[src/rtl/lsb_mem_port.sv]
// lsb_mem_port: requester-side engine for the LSB port of the memory controller.
// It takes one decoded load/store at a time and drives the controller's request
// interface. The request is held stable until mem_ok arrives. Load data is
// sign- or zero-extended and returned with its ROB tag.
// Optional feature macro: IO_UART_GUARD_EN. When it is defined, a store to the
// IO region that is accepted while the UART buffer is full waits in IO_WAIT.
module lsb_mem_port #(
    parameter int ROB_TAG_W = 4
) (
    input  logic                 clk,
    input  logic                 rst,
    input  logic                 rdy,
    input  logic                 flush,
    input  logic                 req_valid,
    output logic                 req_ready,
    input  logic                 req_is_load,
    input  logic [2:0]           req_funct3,
    input  logic [31:0]          req_addr,
    input  logic [31:0]          req_wdata,
    input  logic [ROB_TAG_W-1:0] req_tag,
    output logic                 resp_valid,
    output logic [ROB_TAG_W-1:0] resp_tag,
    output logic [31:0]          resp_data,
    output logic                 mem_en,
    output logic                 mem_rw,
    output logic [2:0]           mem_width,
    output logic [31:0]          mem_addr,
    output logic [31:0]          mem_wdata,
    input  logic [31:0]          mem_rdata,
    input  logic                 mem_ok,
    input  logic                 io_buffer_full
);

    typedef enum logic [1:0] {IDLE, IO_WAIT, BUSY, GAP} state_t;

    state_t                 state, state_nxt;
    logic                   is_load_q;
    logic [2:0]             funct3_q;
    logic [ROB_TAG_W-1:0]   tag_q;
    logic                   accept, start, stop, resp_fire, io_guard;

    // Extend raw controller data according to the load's size and signedness.
    function automatic logic [31:0] extend(input logic [2:0] f3, input logic [31:0] d);
        case (f3[1:0])
            2'b00:   extend = {{24{~f3[2] & d[7]}}, d[7:0]};
            2'b01:   extend = {{16{~f3[2] & d[15]}}, d[15:0]};
            default: extend = d;
        endcase
    endfunction

    // funct3 size code to controller byte count; code 11 is treated as a word.
    function automatic logic [2:0] byte_count(input logic [1:0] sz);
        case (sz)
            2'b00:   byte_count = 3'd1;
            2'b01:   byte_count = 3'd2;
            default: byte_count = 3'd4;
        endcase
    endfunction

`ifdef IO_UART_GUARD_EN
    // A store into the IO region must not reach the controller while the UART is full.
    assign io_guard = !req_is_load && (req_addr[17:16] == 2'b11) && io_buffer_full;
`else
    assign io_guard = 1'b0;
`endif

    // Acceptance is combinational. It is blocked in reset, when frozen, and on flush.
    assign req_ready = !rst && rdy && (state == IDLE) && !flush;

    // State register.
    always_ff @(posedge clk) begin
        if (rst)      state <= IDLE;
        else if (rdy) state <= state_nxt;
    end

    // Next-state logic. It also raises the control strobes that the datapath registers.
    always_comb begin
        state_nxt = state;
        accept    = 1'b0;
        start     = 1'b0;
        stop      = 1'b0;
        resp_fire = 1'b0;
        case (state)
            IDLE: begin
                if (req_valid && req_ready) begin
                    accept = 1'b1;
                    if (io_guard) begin
                        state_nxt = IO_WAIT;
                    end else begin
                        state_nxt = BUSY;
                        start     = 1'b1;
                    end
                end
            end
            IO_WAIT: begin
                if (flush && is_load_q) begin
                    state_nxt = IDLE;
                end else if (!io_buffer_full) begin
                    state_nxt = BUSY;
                    start     = 1'b1;
                end
            end
            BUSY: begin
                // A flushed load aborts and does not respond, even if ok arrives in the same cycle.
                if (flush && is_load_q) begin
                    state_nxt = GAP;
                    stop      = 1'b1;
                end else if (mem_ok) begin
                    state_nxt = GAP;
                    stop      = 1'b1;
                    resp_fire = 1'b1;
                end
            end
            default: state_nxt = IDLE;
        endcase
    end

    // Registered request fields, controller drive and response outputs.
    always_ff @(posedge clk) begin
        if (rst) begin
            is_load_q  <= 1'b0;
            funct3_q   <= '0;
            tag_q      <= '0;
            mem_en     <= 1'b0;
            mem_rw     <= 1'b0;
            mem_width  <= '0;
            mem_addr   <= '0;
            mem_wdata  <= '0;
            resp_valid <= 1'b0;
            resp_tag   <= '0;
            resp_data  <= '0;
        end else if (rdy) begin
            if (accept) begin
                is_load_q <= req_is_load;
                funct3_q  <= req_funct3;
                tag_q     <= req_tag;
                mem_rw    <= req_is_load;
                mem_width <= byte_count(req_funct3[1:0]);
                mem_addr  <= req_addr;
                mem_wdata <= req_wdata;
            end
            if (start)     mem_en <= 1'b1;
            else if (stop) mem_en <= 1'b0;
            resp_valid <= resp_fire;
            if (resp_fire) begin
                resp_tag  <= tag_q;
                resp_data <= is_load_q ? extend(funct3_q, mem_rdata) : 32'd0;
            end
        end
    end

endmodule

[config.mk]
export PLATFORM = sky130hd
export DESIGN_NAME = lsb_mem_port
export DESIGN_NICKNAME = d
export VERILOG_FILES = /design/src/rtl/lsb_mem_port.sv
export SDC_FILE = /design/constraint.sdc
export NUM_CORES = 1
export LEC_CHECK = 0
export CAP_MARGIN = 15
export CELL_PAD_IN_SITES_DETAIL_PLACEMENT = 1
export CELL_PAD_IN_SITES_GLOBAL_PLACEMENT = 2
export CORE_MARGIN = 1.5
export CORE_UTILIZATION = 22
export CTS_BUF_LIST = sky130_fd_sc_hd__clkbuf_4
export CTS_CLUSTER_SIZE = 25
export DETAILED_ROUTE_END_ITERATION = 8
export PLACE_DENSITY_LB_ADDON = 0.1
export SYNTH_ARGS = -nofsm -noshare
export SYNTH_HDL_FRONTEND = slang
export SYNTH_SLANG_ARGS = --single-unit
export TNS_END_PERCENT = 1
[constraint.sdc]
create_clock -name clk -period 2.3 [get_ports clk]
set_input_delay 0.575 -clock clk [delete_from_list [all_inputs] [get_ports clk]]
set_output_delay 0.575 -clock clk [all_outputs]
set_load 0.005 [all_outputs]
Word-level counts from Yosys, hierarchy flattened
Index checks and enable logic that the tools add are counted.

storage, ports and cells
  flip-flop bits (word level) = 115
  word-level logic and storage cells = 57

operators by class
  bitwise logic cells = 3
  mux-type cells = 21
  reduce and logical (&&, ||, !) cells = 15
  equal/unequal tests = 7

operator list
  cell                                                                     number
  32-bit one-hot mux with 2 select lines                                   1
  32-bit two-way mux                                                       1
  1-bit two-way mux                                                        11
  2-bit two-way mux                                                        5
  2-bit by 1-bit == test with 1-bit output, second input constant          3
  2-bit logical NOT                                                        3
  3-bit inequality test, second input constant                             2
  2-bit one-hot mux with 3 select lines                                    1
  3-bit one-hot mux with 2 select lines                                    1
  2-bit AND reduction                                                      3
  1-bit logical AND                                                        5
  4-bit AND reduction                                                      1
  1-bit bitwise AND                                                        2
  2-bit == test, second input constant                                     1
  1-bit logical NOT                                                        2
  2-bit by 1-bit inequality test with 1-bit output, second input constant  1
  1-bit one-hot mux with 2 select lines                                    1
  2-bit nonzero test                                                       1
  1-bit NOT                                                                1

Logic depth before layout (Yosys ltp)
Gate-level depths: netlist of the first run.

  depth after elaboration = 9
  mapped depth = 7

Worst setup path before layout of the first run
No wires, ideal clock.

  path kind = input-to-reg
  start point = in rst
  end point = reg mem_addr[21]
  stages = 7
  path buffers = 3
  required time = 2.168 ns
  setup slack = 0.274 ns
  data arrival time = 1.893 ns
  library setup time = 0.132 ns
  path through = buf_2 or4b_4 nand3b_1 clkbuf_1 buf_2 nand2_1 a21oi_1

between the ends
  word-level cells in the longest chain between the ends = 8

ends and longest elaborated chain
  item                             RTL line  RTL
  start, declared                  11        input logic rst,
  1-bit logical NOT                68        assign req_ready = !rst && rdy && (state == IDLE) && !flush;
  1-bit logical AND (3 in series)  68
  1-bit logical AND                85        if (req_valid && req_ready) begin
  1-bit two-way mux                -
  1-bit two-way mux                83        case (state)
  2-bit AND reduction (no line)    -
  end signal, assigned             139       mem_addr <= req_addr;
  end, declared                    27        output logic [31:0] mem_addr,

Parallel ways exist; a longest one is shown, timed or not.
A chain may end at the register's enable or synchronous reset.

Worst setup path in the final report of the first run
  start point = reg state[1]
  end point = out req_ready

between the ends
  word-level cells in the longest chain between the ends = 3

ends and longest elaborated chain
  item                             RTL line  RTL
  start, declared                  36        state_t state, state_nxt;
  start signal, assigned           73        else if (rdy) state <= state_nxt;
  2-bit logical NOT                68
  1-bit logical AND (2 in series)  68
  end, declared                    15        output logic req_ready,

Every way passes these cells.

==> impl_results.html, run 1 <==
<table>
<tr><th>Metric</th><th>Value</th></tr>
<tr><th colspan="2">Logic synthesis</th></tr>
<tr><td>Synthesized instance count</td><td>554</td></tr>
<tr><td>Primary flip-flop cell chosen by synthesis mapping</td><td>sky130_fd_sc_hd__dfxtp_1</td></tr>
<tr><td>Number of distinct library cells after synthesis</td><td>28</td></tr>
<tr><td>Net count after synthesis</td><td>665</td></tr>
<tr><td>Cell taking the most area after synthesis</td><td>sky130_fd_sc_hd__dfxtp_1</td></tr>
<tr><td>Post-Syn Area</td><td>4330 sq um</td></tr>
<tr><td>Flip-flop and latch count after synthesis</td><td>115</td></tr>
<tr><td>Cell with the most instances after synthesis</td><td>sky130_fd_sc_hd__nand2_1</td></tr>
<tr><td>Warnings, synthesis</td><td>0</td></tr>
<tr><td>Main area contributors after synthesis</td><td>sky130_fd_sc_hd__dfxtp_1 53%, sky130_fd_sc_hd__nand2_1 17%, sky130_fd_sc_hd__a21oi_1 13%, sky130_fd_sc_hd__nand3_1 3.8%, sky130_fd_sc_hd__nand2b_1 2.7%</td></tr>
<tr><td>Proportion of synthesized flip-flops having asynchronous set or reset</td><td>0%</td></tr>
<tr><td>Per-instance average area after synthesis</td><td>7.81 sq um</td></tr>
<tr><td>Proportion of netlist area held by the largest area contributor</td><td>53.2%</td></tr>
<tr><td>Number of enable-type register cells in the synthesized netlist</td><td>0</td></tr>
<tr><td>Ranking of synthesized cells by instance count</td><td>199 x sky130_fd_sc_hd__nand2_1, 115 x sky130_fd_sc_hd__dfxtp_1, 114 x sky130_fd_sc_hd__a21oi_1, 33 x sky130_fd_sc_hd__nand3_1, 25 x sky130_fd_sc_hd__clkbuf_1</td></tr>
<tr><td>Sequential element share of the synthesized area</td><td>53.2%</td></tr>
<tr><th colspan="2">GRT</th></tr>
<tr><td>Overflow left after global routing</td><td>0</td></tr>
<tr><td>Vias in the first global route</td><td>4707</td></tr>
<tr><td>Number of antenna violations at the first check in global routing</td><td>1</td></tr>
<tr><td>First-pass GRT wire length</td><td>24300 um</td></tr>
<tr><td>Pin count of the biggest net entering global routing</td><td>64</td></tr>
<tr><td>Global-route usage over all layers</td><td>15.4%</td></tr>
<tr><th colspan="2">Detailed routing</th></tr>
<tr><td>Total routed wirelength</td><td>15800 um</td></tr>
<tr><td>Residual DRC count</td><td>0</td></tr>
<tr><td>Met3 Wirelength</td><td>1400 um</td></tr>
<tr><td>Total via count after detailed routing</td><td>4523</td></tr>
<tr><td>DR top layer</td><td>met4</td></tr>
<tr><td>Post-detailed-route via-to-cell ratio</td><td>4.33</td></tr>
<tr><td>DRT Pass-1 Iters</td><td>4</td></tr>
<tr><td>Met2 Wirelength</td><td>7690 um</td></tr>
<tr><td>Initial DRC count</td><td>141</td></tr>
<tr><td>Post-route antenna net violation count</td><td>0</td></tr>
<tr><td>Post-Route M1 WL</td><td>6500 um</td></tr>
<tr><td>Detail-routed net length per standard cell</td><td>15.1 um</td></tr>
<tr><th colspan="2">Setup path</th></tr>
<tr><td>Number of buffers and inverters on the critical path</td><td>1</td></tr>
<tr><td>Gate family responsible for the most delay along the worst path</td><td>simple AND/OR/NAND/NOR gates</td></tr>
<tr><td>Kind of launch point of the worst setup path</td><td>flip-flop</td></tr>
<tr><td>Critical path peak fanout</td><td>2</td></tr>
<tr><td>Arrival time at the worst endpoint</td><td>1.60 ns</td></tr>
<tr><td>Cell with the largest stage delay on the worst path</td><td>sky130_fd_sc_hd__or4b_4</td></tr>
<tr><td>Critical path start-end classification</td><td>reg -&gt; out</td></tr>
<tr><td>Worst endpoint required time</td><td>1.73 ns</td></tr>
<tr><td>Biggest cell delay along the critical path</td><td>0.54 ns</td></tr>
<tr><td>Category of the worst setup path capture point</td><td>primary output</td></tr>
<tr><td>Sequence of cells on the critical path</td><td>or4b_4 &gt; nor2_2 &gt; buf_2</td></tr>
<tr><th colspan="2">Die</th></tr>
<tr><td>Floorplan row count</td><td>51</td></tr>
<tr><td>Initial Util</td><td>22.3%</td></tr>
<tr><td>Core Footprint</td><td>19400 sq um</td></tr>
<tr><td>Die Width</td><td>143 um</td></tr>
<tr><td>Area of the die</td><td>20500 sq um</td></tr>
<tr><td>Count of boundary I/O pins</td><td>218</td></tr>
<tr><td>Floorplan die height</td><td>143 um</td></tr>
<tr><th colspan="2">Final layout</th></tr>
<tr><td>Area used by sequential logic in the layout</td><td>2300 sq um</td></tr>
<tr><td>Multi-input combinational cell area</td><td>1800 sq um</td></tr>
<tr><td>Share of the core filled with cells</td><td>36.7%</td></tr>
<tr><td>Net total in the final layout</td><td>877</td></tr>
<tr><td>Share of post-route cells with drive strength above 1</td><td>7.20%</td></tr>
<tr><td>Fill cells</td><td>2357</td></tr>
<tr><td>Area growth from synthesis to layout</td><td>64.8%</td></tr>
<tr><th colspan="2">Timing</th></tr>
<tr><td>Tightest Pin Transition</td><td>0.734 ns</td></tr>
<tr><td>Setup tns final</td><td>0 ns</td></tr>
<tr><td>Max frequency</td><td>460 MHz</td></tr>
<tr><td>Pins Over Slew Limit</td><td>0</td></tr>
<tr><td>Portion of the clock cycle consumed by the worst path in the final layout</td><td>94.4%</td></tr>
<tr><td>Total setup violations reported at the end of the flow</td><td>0</td></tr>
<tr><td>Hold violation count in the final report</td><td>0</td></tr>
<tr><td>Min cycle time layout</td><td>2.17 ns</td></tr>
<tr><td>Headroom to the max-slew limit</td><td>51.0%</td></tr>
<tr><td>RSZ-0062 raised after global routing</td><td>false</td></tr>
<tr><td>Clock tree skew after final layout</td><td>0.0189 ns</td></tr>
<tr><th colspan="2">Placement</th></tr>
<tr><td>GP Congestion</td><td>0.711</td></tr>
<tr><td>I/O Buffers</td><td>217</td></tr>
<tr><td>HPWL after DPL</td><td>11000 um</td></tr>
<tr><th colspan="2">CTS</th></tr>
<tr><td>TritonCTS clock tree</td><td>yes</td></tr>
<tr><td>Maximum clock path buffer count</td><td>2</td></tr>
<tr><td>H-tree depth</td><td>4</td></tr>
<tr><td>Hold_buf cts</td><td>0</td></tr>
<tr><td>Clock tree root buffer cell</td><td>sky130_fd_sc_hd__clkbuf_4</td></tr>
<tr><td>CTS clk-pin slew, worst paths</td><td>0.10 ns</td></tr>
<tr><td>Number of sinks handled by clock tree synthesis</td><td>115</td></tr>
<tr><td>CTS Buf Count</td><td>17</td></tr>
<tr><td>Clock insertion delay at the later pin of the skew report</td><td>0.51 ns</td></tr>
<tr><th colspan="2">Worst hold path</th></tr>
<tr><td>Type of the worst min-delay path</td><td>reg -&gt; reg</td></tr>
<tr><th colspan="2">Power</th></tr>
<tr><td>Leakage power of the design</td><td>2.39 nW</td></tr>
<tr><td>P per Cell Area</td><td>594 nW/um^2</td></tr>
<tr><td>Worst IR drop on VDD</td><td>272 uV</td></tr>
<tr><th colspan="2">Run status</th></tr>
<tr><td>Outcome</td><td>complete, no violations</td></tr>
<tr><th colspan="2">Flow run</th></tr>
<tr><td>Max-Cap Viols</td><td>0</td></tr>
</table>
[final timing paths]
kind | startpoint | end | slack (ns) | cells past startpoint
min | tag_q[0] | tag_q[0] | 0.46 | 2
min reg2reg | tag_q[0] | tag_q[0] | 0.46 | 2
max reg2reg | state[1] | mem_width[1] | 0.38 | 6
max | state[1] | req_ready | 0.13 | 3
[power by group]
part / internal (mW) / switching, mW / total, mW
registers: 2.02 / 0.0158 / 2.04
logic: 0.256 / 0.157 / 0.413
clock network: 0.996 / 0.789 / 1.79
total: 3.27 / 0.962 / 4.23
[cells in the final DEF, fill, tap and decap left out, types with 5 or more instances in the layout]
cell	count
sky130_fd_sc_hd__clkdlybuf4s50_1	214
sky130_fd_sc_hd__nand2_1	199
sky130_fd_sc_hd__a21oi_1	114
sky130_fd_sc_hd__dfxtp_1	114
sky130_fd_sc_hd__nand3_1	33
sky130_fd_sc_hd__clkbuf_4	20
sky130_fd_sc_hd__nand2b_1	19
sky130_fd_sc_hd__buf_4	17
sky130_fd_sc_hd__o21ai_0	9
sky130_fd_sc_hd__bufinv_16	5
[layout make-up]
class	instances	area share (%)
Inverter	2	0.105
Tap cell	265	4.65
Clock inverter	11	2.60
Multi-Input combinational cell	394	25.3
Timing Repair Buffer	236	32.9
Sequential cell	115	32.3
Antenna cell	1	0.0351
Clock buffer	20	2.11
[tightest hold or removal path, delay by kind of cell (launching register included)]
family	cells	cell delay [ns]
AND/OR/NAND/NOR	1	0.05
flip-flops	1	0.32
AO/OA/AOI/OAI	1	0.05
[sequential cells by signal, indices dropped and copies added, names as in the netlist]
register	count
mem_width	3
funct3_q	3
mem_addr	32
resp_tag	4
resp_valid	1
tag_q	4
resp_data	32
mem_wdata	32
state	2
mem_en	1
is_load_q	1
[what timing repair did]
item / 4_1_cts / 5_1_grt
pin swaps: 1 / 1
gates resized for setup: 6 / 1
buffers inserted: 0 / 0
endpoints found under the setup margin: 1 / 1
[stage by stage]
step | setup WS (ns) | hold WS, ns | cells | cell area, sq um | total power [mW]
after floorplan | 0.274 | 0.432 | 554 | 4330 | 2.20
after global placement | -0.405 | 0.436 | 1012 | 6790 | 2.50
after detailed placement | -0.422 | 0.449 | 1012 | 6790 | 2.50
after CTS | 0.0212 | 0.461 | 1043 | 7120 | 4.33
after global routing | 0.00948 | 0.479 | 1044 | 7130 | 4.44
final | 0.128 | 0.459 | 1044 | 7130 | 4.23
[metal layers]
| layer | track usage [%] | vias to the layer above |
|---|---|---|
| met5 | 0 | - |
| met4 | 4.73 | 0 |
| met3 | 7.01 | 16 |
| met2 | 26.2 | 139 |
| met1 | 17.2 | 2124 |
| li1 | - | 2244 |
[kinds of logic (layout without fill, tap and decap cells)]
family | count (synthesis) | count (layout) | synth area share (%)
compound gates | 129 | 129 | 15.2
other cells | 0 | 1 | 0
flops | 115 | 115 | 53.2
buf+inv | 45 | 269 | 5.29
mux | 1 | 1 | 0.231
simple gates | 264 | 264 | 26.0
(Power assumes the default switching activity.)
==> run 2, diff against run 1 <==
Settings changed: CTS_CLUSTER_DIAMETER from default to 150.
==> results of run 2 <==
Final layout, timing and power as in run 1 (identical DEF).
==> run 3, diff against run 2 <==
Settings changed: CAP_MARGIN 15 to 40, GPL_TIMING_DRIVEN from default to 0, SKIP_LAST_GASP from default to 1.
==> run 3 against run 2 <==
- clock skew fell by 0.0024 ns
- clock power fell by 19%
- final cell count rose by 2.6%
- fmax fell by 3.1%
- non-clock buffer count rose by 25
- sequential share of layout area rose by 0.17 points
- via count rose by 1.3%
- largest cell class unchanged
==> impl_results.html, run 3 (synthesized netlist as in run 1, its figures left out) <==
<table>
<tr><th>Metric</th><th>Value</th></tr>
<tr><th colspan="2">Final layout</th></tr>
<tr><td>Area growth from synthesis to layout</td><td>64.4%</td></tr>
<tr><td>Net total in the final layout</td><td>902 (+2.9%)</td></tr>
<tr><td>Most common library cell in the layout ignoring fill and taps</td><td>sky130_fd_sc_hd__clkdlybuf4s50_1</td></tr>
<tr><td>Fill cells</td><td>2387 (+1.3%)</td></tr>
<tr><td>Largest registers</td><td>mem_addr: 32 flops, mem_wdata: 32 flops, resp_data: 32 flops</td></tr>
<tr><td>Commonest cells after routing, fill and taps aside</td><td>214 x sky130_fd_sc_hd__clkdlybuf4s50_1, 199 x sky130_fd_sc_hd__nand2_1, 114 x sky130_fd_sc_hd__a21oi_1</td></tr>
<tr><td>Share of post-route cells with drive strength above 1</td><td>6.97% (-0.23 points)</td></tr>
<tr><th colspan="2">Detailed routing</th></tr>
<tr><td>Initial DRC count</td><td>148 (+5.0%)</td></tr>
<tr><td>Post-detailed-route via-to-cell ratio</td><td>4.28 (-1.3%)</td></tr>
<tr><td>Residual DRC count</td><td>0 (unchanged)</td></tr>
<tr><td>Total routed wirelength</td><td>16200 um (+2.8%)</td></tr>
<tr><td>Detail-routed net length per standard cell</td><td>15.2 um (+0.22%)</td></tr>
<tr><td>Total via count after detailed routing</td><td>4581 (+1.3%)</td></tr>
<tr><td>Post-route antenna net violation count</td><td>0 (unchanged)</td></tr>
<tr><td>DRT Pass-1 Iters</td><td>4 (unchanged)</td></tr>
<tr><th colspan="2">GRT</th></tr>
<tr><td>Overflow left after global routing</td><td>0 (unchanged)</td></tr>
<tr><td>First-pass GRT wire length</td><td>24800 um (+1.8%)</td></tr>
<tr><td>Global-route usage over all layers</td><td>15.9% (+0.43 points)</td></tr>
<tr><td>Vias in the first global route</td><td>4760 (+1.1%)</td></tr>
<tr><td>Pin count of the biggest net entering global routing</td><td>17 (-73%)</td></tr>
<tr><td>Number of antenna violations at the first check in global routing</td><td>3 (+2)</td></tr>
<tr><th colspan="2">Placement</th></tr>
<tr><td>GP Congestion</td><td>0.721 (+1.3%)</td></tr>
<tr><td>Minimum setup slack after placement</td><td>-0.652 ns (-0.230 ns)</td></tr>
<tr><td>I/O Buffers</td><td>216 (-0.46%)</td></tr>
<tr><td>HPWL after DPL</td><td>12100 um (+10%)</td></tr>
<tr><th colspan="2">Setup path</th></tr>
<tr><td>Kind of launch point of the worst setup path</td><td>primary input</td></tr>
<tr><td>Critical path start-end classification</td><td>in -&gt; reg</td></tr>
<tr><td>Arrival time at the worst endpoint</td><td>2.62 ns (+1.02 ns)</td></tr>
<tr><td>Category of the worst setup path capture point</td><td>flip-flop</td></tr>
<tr><td>Critical path peak fanout</td><td>10 (+8)</td></tr>
<tr><td>Flop2flop setup slack</td><td>0.06 ns (-0.32 ns)</td></tr>
<tr><td>Reg2Reg Capture Point</td><td>mem_addr[28]</td></tr>
<tr><td>Worst endpoint required time</td><td>2.68 ns (+0.95 ns)</td></tr>
<tr><td>Register-to-Register Path Depth</td><td>7 (+1)</td></tr>
<tr><td>Reg-to-Reg Start</td><td>state[0]</td></tr>
<tr><th colspan="2">Power</th></tr>
<tr><td>P per Cell Area</td><td>549 nW/um^2 (-7.7%)</td></tr>
<tr><td>Proportion of total power due to net switching</td><td>25.1% (+2.4 points)</td></tr>
<tr><td>Cell Int Power</td><td>2.92 mW (-11%)</td></tr>
<tr><td>Proportion of power drawn by flip-flops and latches</td><td>52.2% (+4.1 points)</td></tr>
<tr><td>Switching power</td><td>980 uW (+1.9%)</td></tr>
<tr><td>Part of the power in the clock network</td><td>37.2% (-5.0 points)</td></tr>
<tr><td>Leakage power of the design</td><td>2.36 nW (-1.3%)</td></tr>
<tr><td>Power Total</td><td>3.90 mW (-7.9%)</td></tr>
<tr><td>Combinational Power Share</td><td>10.6% (+0.8 points)</td></tr>
<tr><td>Worst IR drop on VDD</td><td>230 uV (-16%)</td></tr>
<tr><th colspan="2">Die</th></tr>
<tr><td>Core Footprint</td><td>19400 sq um (unchanged)</td></tr>
<tr><td>Initial Util</td><td>22.3% (unchanged)</td></tr>
<tr><td>Floorplan die height</td><td>143 um (unchanged)</td></tr>
<tr><td>Floorplan row count</td><td>51 (unchanged)</td></tr>
<tr><td>Count of boundary I/O pins</td><td>218 (unchanged)</td></tr>
<tr><td>Area of the die</td><td>20500 sq um (unchanged)</td></tr>
<tr><td>Die Width</td><td>143 um (unchanged)</td></tr>
<tr><th colspan="2">CTS</th></tr>
<tr><td>Clock tree root buffer cell</td><td>sky130_fd_sc_hd__clkbuf_4</td></tr>
<tr><td>CTS clk-pin slew, worst paths</td><td>0.11 ns (about the same)</td></tr>
<tr><td>Maximum clock path buffer count</td><td>2 (unchanged)</td></tr>
<tr><td>CTS Buf Count</td><td>17 (unchanged)</td></tr>
<tr><td>Clock insertion delay at the later pin of the skew report</td><td>0.52 ns (about the same)</td></tr>
<tr><td>Number of sinks handled by clock tree synthesis</td><td>115 (unchanged)</td></tr>
<tr><td>TritonCTS clock tree</td><td>yes</td></tr>
<tr><td>H-tree depth</td><td>4 (unchanged)</td></tr>
<tr><td>Hold_buf cts</td><td>0 (unchanged)</td></tr>
<tr><th colspan="2">Timing</th></tr>
<tr><td>Clock tree skew after final layout</td><td>0.0165 ns (-0.00239 ns)</td></tr>
<tr><td>Max frequency</td><td>446 MHz (-3.1%)</td></tr>
<tr><td>Hold violation count in the final report</td><td>0 (unchanged)</td></tr>
<tr><td>Portion of the clock cycle consumed by the worst path in the final layout</td><td>97.5% (+3.0 points)</td></tr>
<tr><td>Pins Over Slew Limit</td><td>0 (unchanged)</td></tr>
<tr><td>Total setup violations reported at the end of the flow</td><td>0 (unchanged)</td></tr>
<tr><td>Min cycle time layout</td><td>2.24 ns (+0.0701 ns)</td></tr>
<tr><td>RSZ-0062 raised after global routing</td><td>true</td></tr>
<tr><td>Tightest Pin Transition</td><td>0.629 ns (-0.106 ns)</td></tr>
<tr><td>Headroom to the max-slew limit</td><td>58.1% (+7.0 points)</td></tr>
<tr><td>Final setup slack of the worst path</td><td>0.0577 ns (-0.0701 ns)</td></tr>
<tr><th colspan="2">Flow run</th></tr>
<tr><td>Max-Cap Viols</td><td>0 (unchanged)</td></tr>
<tr><th colspan="2">Worst hold path</th></tr>
<tr><td>Type of the worst min-delay path</td><td>reg -&gt; reg</td></tr>
<tr><td>Number of instances on the worst hold path</td><td>2 (unchanged)</td></tr>
<tr><td>Worst hold endpoint</td><td>resp_data[5]</td></tr>
<tr><td>Startpoint of the tightest hold check path</td><td>resp_data[5]</td></tr>
<tr><th colspan="2">Run status</th></tr>
<tr><td>Outcome</td><td>complete, no violations</td></tr>
</table>
run 3: layout make-up:
type	count	area, sq um	share of cell area [%]
timing repair buffer	218	2170	30.5
multi-input combinational	394	1800	25.3
antenna	2	5.00	0.0704
tap	265	332	4.66
sequential	115	2310	32.5
buffer	43	223	3.13
inverter	2	7.51	0.106
clock buffer	19	143	2.01
clock inverter	13	118	1.65
run 3: worst max path at each step:
stage / from / endpoint / cells past startpoint
floorplan: rst / mem_addr[21] / 7
global placement: rdy / req_ready / 4
detailed placement: rdy / mem_addr[25] / 7
CTS: state[0] / req_ready / 3
global route: state[0] / mem_addr[25] / 7
finish: rdy / mem_addr[28] / 8
run 3: per-layer routing:
layer,GRT usage [%],vias up,share of wire [%]
met4,5.05,2,1.2
met2,26.1,135,48
met1,18.2,2129,42
met3,7.31,15,8.9
li1,-,2300,-
met5,0,-,0.080
run 3: through the flow:
stage	hold WS [ns]	std cells	utilization (%)	TNS [ns]	instance area [sq um]
after floorplan	0.432	554	-	0	4330
after global placement	0.441	1035	35.2	-46.92	6820
after detailed placement	0.445	1035	35.2	-50.07	6820
after CTS	0.462	1069	36.6	0	7100
after global routing	0.483	1070	36.6	-0.351	7110
final	0.458	1071	36.6	0	7110
run 3: power groups by stage:
stage / logic (mW) / registers [mW] / clock network [mW]
6_report: 0.413 / 2.04 / 1.45
5_1_grt: 0.450 / 2.04 / 1.62
4_1_cts: 0.419 / 2.04 / 1.53
3_5_place_dp: 0.413 / 2.08 / 0
3_3_place_gp: 0.410 / 2.08 / 0
2_1_floorplan: 0.122 / 2.08 / 0
run 3: repair_timing:
item / in CTS / in global routing
pin swaps: 1 / 0
gates resized for setup: 11 / 2
buffers inserted: 2 / 0
endpoints found under the setup margin: 24 / 25
run 3: critical path: stages:
cell,delay (ns)
sky130_fd_sc_hd__dlygate4sd2_1,0.33
sky130_fd_sc_hd__or4b_4,0.52
sky130_fd_sc_hd__buf_4,0.16
sky130_fd_sc_hd__nand3b_1,0.23
sky130_fd_sc_hd__clkbuf_1,0.34
sky130_fd_sc_hd__buf_2,0.30
sky130_fd_sc_hd__nand2_1,0.10
sky130_fd_sc_hd__a21oi_1,0.07
